--- config.mk ---
export PLATFORM = sky130hd
export DESIGN_NAME = mem_port1_arbiter
export DESIGN_NICKNAME = d
export VERILOG_FILES = /design/src/rtl/mem_port1_arbiter.sv
export SDC_FILE = /design/constraint.sdc
export NUM_CORES = 1
export LEC_CHECK = 0
export CORE_MARGIN = 4
export CORE_UTILIZATION = 37
export DETAILED_ROUTE_END_ITERATION = 10
export PLACE_DENSITY = 0.79
export SETUP_SLACK_MARGIN = 0.1
export SLEW_MARGIN = 20
export SYNTH_ARGS = -nofsm -noshare
export SYNTH_HDL_FRONTEND = slang
export SYNTH_HIERARCHICAL = 1
export SYNTH_SLANG_ARGS = --single-unit
export TNS_END_PERCENT = 100
--- constraint.sdc ---
create_clock -name clk -period 2.05 [get_ports clk]
set_input_delay 0.41 -clock clk [delete_from_list [all_inputs] [get_ports clk]]
set_output_delay 0.41 -clock clk [all_outputs]
set_load 0.05 [all_outputs]
--- src/rtl/mem_port1_arbiter.sv ---
// Two-requester arbiter for RAM port 1: byte/half/word loads with extension, word stores,
// and read-modify-write byte/half stores. Define MEM_ARB_FIXED_PRIO_EN for fixed req0 priority.

module mem_port1_lane (
  input  logic       sel,
  input  logic [7:0] old_byte,
  input  logic [7:0] new_byte,
  output logic [7:0] merged
);
  assign merged = sel ? new_byte : old_byte;
endmodule

module mem_port1_arbiter #(
  parameter int unsigned MEM_BYTES = 4096
) (
  input  logic        clk,
  input  logic        rst_n,
  input  logic        req0_valid,
  output logic        req0_ready,
  input  logic        req0_we,
  input  logic [1:0]  req0_size,
  input  logic        req0_unsigned,
  input  logic [31:0] req0_addr,
  input  logic [31:0] req0_wdata,
  output logic        rsp0_valid,
  output logic [31:0] rsp0_rdata,
  output logic        rsp0_err,
  input  logic        req1_valid,
  output logic        req1_ready,
  input  logic        req1_we,
  input  logic [1:0]  req1_size,
  input  logic        req1_unsigned,
  input  logic [31:0] req1_addr,
  input  logic [31:0] req1_wdata,
  output logic        rsp1_valid,
  output logic [31:0] rsp1_rdata,
  output logic        rsp1_err,
  output logic        mem_write_1,
  output logic        mem_read_1,
  output logic [31:0] mem_address_1,
  output logic [31:0] mem_write_data_1,
  input  logic [31:0] mem_read_data_1
);
  localparam int NUM_LANES = 4;

  typedef enum logic [1:0] {IDLE, READ, WRITE, RESP} state_t;

  typedef struct packed {
    logic        we;
    logic [1:0]  size;
    logic        uns;
    logic [31:0] addr;
    logic [31:0] wdata;
  } req_t;

  state_t          state;
  logic            rr_ptr;
  req_t            cur;
  logic            cur_id;
  logic            cur_err;
  req_t [1:0]      req;
  req_t            win_req;
  logic [1:0]      valid;
  logic [1:0]      grant;
  logic            accept;
  logic            win;
  logic            bad;

  assign req[0]  = {req0_we, req0_size, req0_unsigned, req0_addr, req0_wdata};
  assign req[1]  = {req1_we, req1_size, req1_unsigned, req1_addr, req1_wdata};
  assign valid   = {req1_valid, req0_valid};

  always_comb begin
    grant = 2'b00;
`ifdef MEM_ARB_FIXED_PRIO_EN
    if (valid[0])      grant = 2'b01;
    else if (valid[1]) grant = 2'b10;
`else
    if (valid == 2'b11) grant = rr_ptr ? 2'b10 : 2'b01;
    else                grant = valid;
`endif
  end

  assign accept     = rst_n && (state == IDLE) && (|grant);
  assign win        = grant[1];
  assign win_req    = win ? req[1] : req[0];
  assign req0_ready = accept & grant[0];
  assign req1_ready = accept & grant[1];

  // Errors are resolved at accept so the bad request never touches the RAM.
  assign bad = (win_req.size == 2'b11) ||
               (win_req.size == 2'b01 && win_req.addr[0]) ||
               (win_req.size == 2'b10 && win_req.addr[1:0] != 2'b00) ||
               (win_req.addr >= 32'(MEM_BYTES));

  always_ff @(posedge clk) begin
    if (!rst_n) begin
      state   <= IDLE;
      rr_ptr  <= 1'b0;
      cur     <= '0;
      cur_id  <= 1'b0;
      cur_err <= 1'b0;
    end else begin
      case (state)
        IDLE: if (accept) begin
          cur     <= win_req;
          cur_id  <= win;
          cur_err <= bad;
`ifndef MEM_ARB_FIXED_PRIO_EN
          rr_ptr  <= ~win;
`endif
          if (bad)                                      state <= RESP;
          else if (win_req.we && win_req.size == 2'b10) state <= WRITE;
          else                                          state <= READ;
        end
        READ:  state <= cur.we ? WRITE : RESP;
        WRITE: state <= RESP;
        RESP:  state <= IDLE;
      endcase
    end
  end

  // Store merge: unselected lanes keep the word read back in READ.
  logic [NUM_LANES-1:0][7:0] rd_lanes;
  logic [NUM_LANES-1:0][7:0] wr_lanes;
  assign rd_lanes = mem_read_data_1;

  for (genvar k = 0; k < NUM_LANES; k++) begin : g_lane
    localparam logic [1:0] LANE = 2'(k);
    logic       sel;
    logic [7:0] nb;
    always_comb begin
      sel = 1'b1;
      nb  = cur.wdata[8*k +: 8];
      case (cur.size)
        2'b00: begin
          sel = (cur.addr[1:0] == LANE);
          nb  = cur.wdata[7:0];
        end
        2'b01: begin
          sel = (cur.addr[1] == LANE[1]);
          nb  = cur.wdata[8*(k%2) +: 8];
        end
        default: ;
      endcase
    end
    mem_port1_lane u_lane (
      .sel      (sel),
      .old_byte (rd_lanes[k]),
      .new_byte (nb),
      .merged   (wr_lanes[k])
    );
  end

  assign mem_read_1       = rst_n && (state == READ);
  assign mem_write_1      = rst_n && (state == WRITE);
  assign mem_address_1    = {cur.addr[31:2], 2'b00};
  assign mem_write_data_1 = (state == WRITE) ? wr_lanes : 32'h0;

  logic [31:0] shifted;
  logic [31:0] load_data;
  logic [31:0] rsp_data;
  logic        rsp_any;

  assign shifted = mem_read_data_1 >> {cur.addr[1:0], 3'b000};

  always_comb begin
    case (cur.size)
      2'b00:   load_data = {{24{~cur.uns & shifted[7]}}, shifted[7:0]};
      2'b01:   load_data = {{16{~cur.uns & shifted[15]}}, shifted[15:0]};
      default: load_data = shifted;
    endcase
  end

  assign rsp_any    = rst_n && (state == RESP);
  assign rsp_data   = (cur.we || cur_err) ? 32'h0 : load_data;
  assign rsp0_valid = rsp_any && !cur_id;
  assign rsp1_valid = rsp_any &&  cur_id;
  assign rsp0_err   = rsp0_valid && cur_err;
  assign rsp1_err   = rsp1_valid && cur_err;
  assign rsp0_rdata = rsp0_valid ? rsp_data : 32'h0;
  assign rsp1_rdata = rsp1_valid ? rsp_data : 32'h0;

endmodule
==> impl_metrics.tcl <==
set metrics [dict create \
    regArea_um2 1480 \
    clock_latency_ps 340 \
    cp-end-kind "output port" \
    syn_to_final_growth_pct 113 \
    via_per_inst 5.88 \
    synth_top_area_cell "dfxtp_1" \
    cts_tree "built" \
    ys.warnings.count 6 \
    start_util_pct 38.0 \
    worst_slew_pin_slew_ps 542 \
    rsz0062_at_grt "true" \
    routed_wl_um 32100 \
    max_slew_margin_pct 63.8 \
    p_total_uw 11900 \
    worstPathMaxFanout 7 \
    async_flop_share_pct 0 \
    final_hold_viol_count 0 \
    antenna_found_initial 1 \
    coreArea_um2 15300 \
    p_leak_uw 0.00549 \
    timing.rr.start "state[0]" \
    clk_path_buf_depth 2 \
    synth-main-ff-cell "dfxtp_1" \
    setup_ws_ps -502 \
    wire_per_inst_um 25.5 \
    cp-startpoint "cur[33]" \
    grt_usage_pct 31.9 \
    slew_viol_final 0 \
    synth-seq-cells 73 \
    cts_root_buf "clkbuf_16" \
    hold_buffers 0 \
    rows 45 \
    setup_viol 96 \
    synth_edf_count 0 \
    cts.sink_count 73 \
    drv_cap 0 \
    synth_cells 669 \
    min-delay-start "mem_address_1[29]" \
    drt-pass1-iter-count 10 \
    violations "negative setup slack" \
    skew_ps 8.96 \
    detail-route-antenna-nets 0 \
    powerDensity_nw_per_um2 960 \
    multi_input_comb_area_um2 4680 \
    synth_area_leaders "dfxtp_1, mux2i_1, mux2_4" \
    dr_total_vias 7415 \
    nets 1216 \
    portBuffers 305 \
    critPathLaunchType "flip-flop" \
    grt_start_max_net_pins 58 \
    drc_errors 0 \
    grt_pass1_wl_um 44000 \
    yosysUniqueCellTypes 48 \
    clkSlewWorstSetupHoldPaths_ps 70 \
    hp-class "reg2reg" \
    fin_crit_ps 2550 \
    fill_cells 775 \
    die_h_um 133 \
    fmax_mhz 392 \
    drt_iter0_drc 657 \
    grt_pass1_vias 7462 \
    arrival_ps 2140 \
    top_level_ports 308 \
    drive_above_1_share_pct 46.8 \
    routabilityCongestion 0.962 \
    worstPathRequired_ps 1640 \
    vdd_ir_drop_max_mv 0.729 \
    htreeDepth 3 \
    critPathKind "reg2out" \
    tns_ps -34150 \
    synth.top_cell.area_share_pct 25.2 \
    synth_area_um2 5790 \
    run_status "finished, violations left" \
    fp.dieArea_um2 17700 \
    die_x_um 133 \
    period_share_pct 124 \
    cts_made_buffers 9 \
    syn_area_per_cell_um2 8.66 \
    dp_hpwl_um 21800 \
    overflow 0 \
    ys_seq_area_share_pct 25.2 \
]
[cell type report]
| class | instances | share of cell area, % |
|---|---|---|
| diodes | 5 | 0.101 |
| clock buffers | 9 | 1.82 |
| clock inverters | 7 | 0.537 |
| inverters | 7 | 0.486 |
| multi-input cells | 501 | 37.9 |
| flip-flops and latches | 73 | 12.0 |
| well taps | 211 | 2.14 |
| repair buffers | 447 | 45.1 |
[flip-flops by register name (all words and copies together), names as in the netlist]
register and cells:
cur_err 1, cur 38, state 2, cur_id 1
mem_address_1 30, rr_ptr 1
[synth_stat cells (24+ instances only)]
library cell	count
dfxtp_1	73
nor2_1	70
mux2i_1	61
nand2_1	60
and2_1	52
nor2b_1	38
buf_4	36
o211a_1	34
a222oi_1	33
mux2_4	32
clkbuf_1	24
mux2_2	24
[worst max-delay path: stages (launching register included)]
cell and delay [ps]:
dfxtp_4 480, buf_12 180, buf_6 130, mux2i_4 280, nor2_2 60, a211oi_2 280
buf_4 200, nor2_4 50, buf_12 140
[what timing repair did]
| item | CTS | global route |
|---|---|---|
| hold endpoints to repair | 0 | 0 |
| buffers inserted | 21 | 11 |
| endpoints found under the setup margin | 102 | 113 |
| resized for setup | 89 | 65 |
| gates cloned | 2 | 1 |
| pin swaps | 46 | 25 |
[placed cells by master, fill, tap and decap left out, drive strengths merged, types with 2 or more instances in the layout]
master         instances
o211a                 34
a211oi                 9
inv                   10
a21oi                  2
o211ai                10
mux2                  56
nor2b                 38
dlygate4sd2            5
clkdlybuf4s50        183
mux2i                 61
a222oi                33
buf                  246
ha                     5
nand2                 60
o21a                   3
or2                    3
a21boi                 8
nand4b                 2
diode                  5
clkbuf                10
a31oi                  4
nor4                   8
o21ai                 19
and2                  52
o21bai                 4
a22oi                  2
dfxtp                 73
nor2                  71
conb                   2
nand4                  3
and3                   2
nand3                  3
dlymetal6s2s          11
clkinv                 3
[layer usage]
| metal | GRT usage [%] | vias to the layer above | wire length [µm] | part of all wire [%] |
|---|---|---|---|---|
| li1 | - | 3139 | - | - |
| met1 | 32.5 | 3610 | 10600 | 33 |
| met2 | 58.9 | 527 | 16100 | 50 |
| met3 | 9.55 | 139 | 3250 | 10 |
| met4 | 16.3 | 0 | 2120 | 6.6 |
| met5 | 0 | - | 0 | 0 |
[report_power, final]
group | leakage, µW | total, µW | internal, µW | switching (µW)
logic | 0.00475 | 8250 | 3990 | 4260
registers | 0.000601 | 2040 | 1730 | 304
clock network | 0.000145 | 1570 | 855 | 717
[metrics by stage]
stage               std cells  hold WS (ps)  instance area [µm²]  utilization (%)  setup slack, ps
CTS                      1246           500                12000             78.8             -358
detailed placement       1209           487                11200             73.3             -692
finish                   1260           498                12300             80.9             -502
global route             1256           515                12300             80.9             -526
floorplan                 670           473                 6420                -            -96.5
global placement         1209           477                11200             73.3             -607
[cells by family after synthesis]
family | Yosys count | synth area share, %
other | 1 | 0.0647
AOI/OAI and AO/OA | 133 | 19.6
xor gates and xnor gates | 1 | 0.151
and+or+nand+nor | 243 | 20.7
adders and majority gates | 5 | 1.08
DFF | 73 | 25.2
muxes | 117 | 23.5
buffers and inverters | 96 | 9.72
[final timing paths]
| kind | endpoint | slack, ps | cells past startpoint |
|---|---|---|---|
| worst max-delay path | rsp1_rdata[10] | -500 | 8 |
| worst min-delay path | mem_address_1[29] | 500 | 1 |
| worst max register to register | cur[23] | 80 | 10 |
| worst min register to register | mem_address_1[29] | 500 | 1 |
No activity file was read; power rests on OpenSTA's default activity.
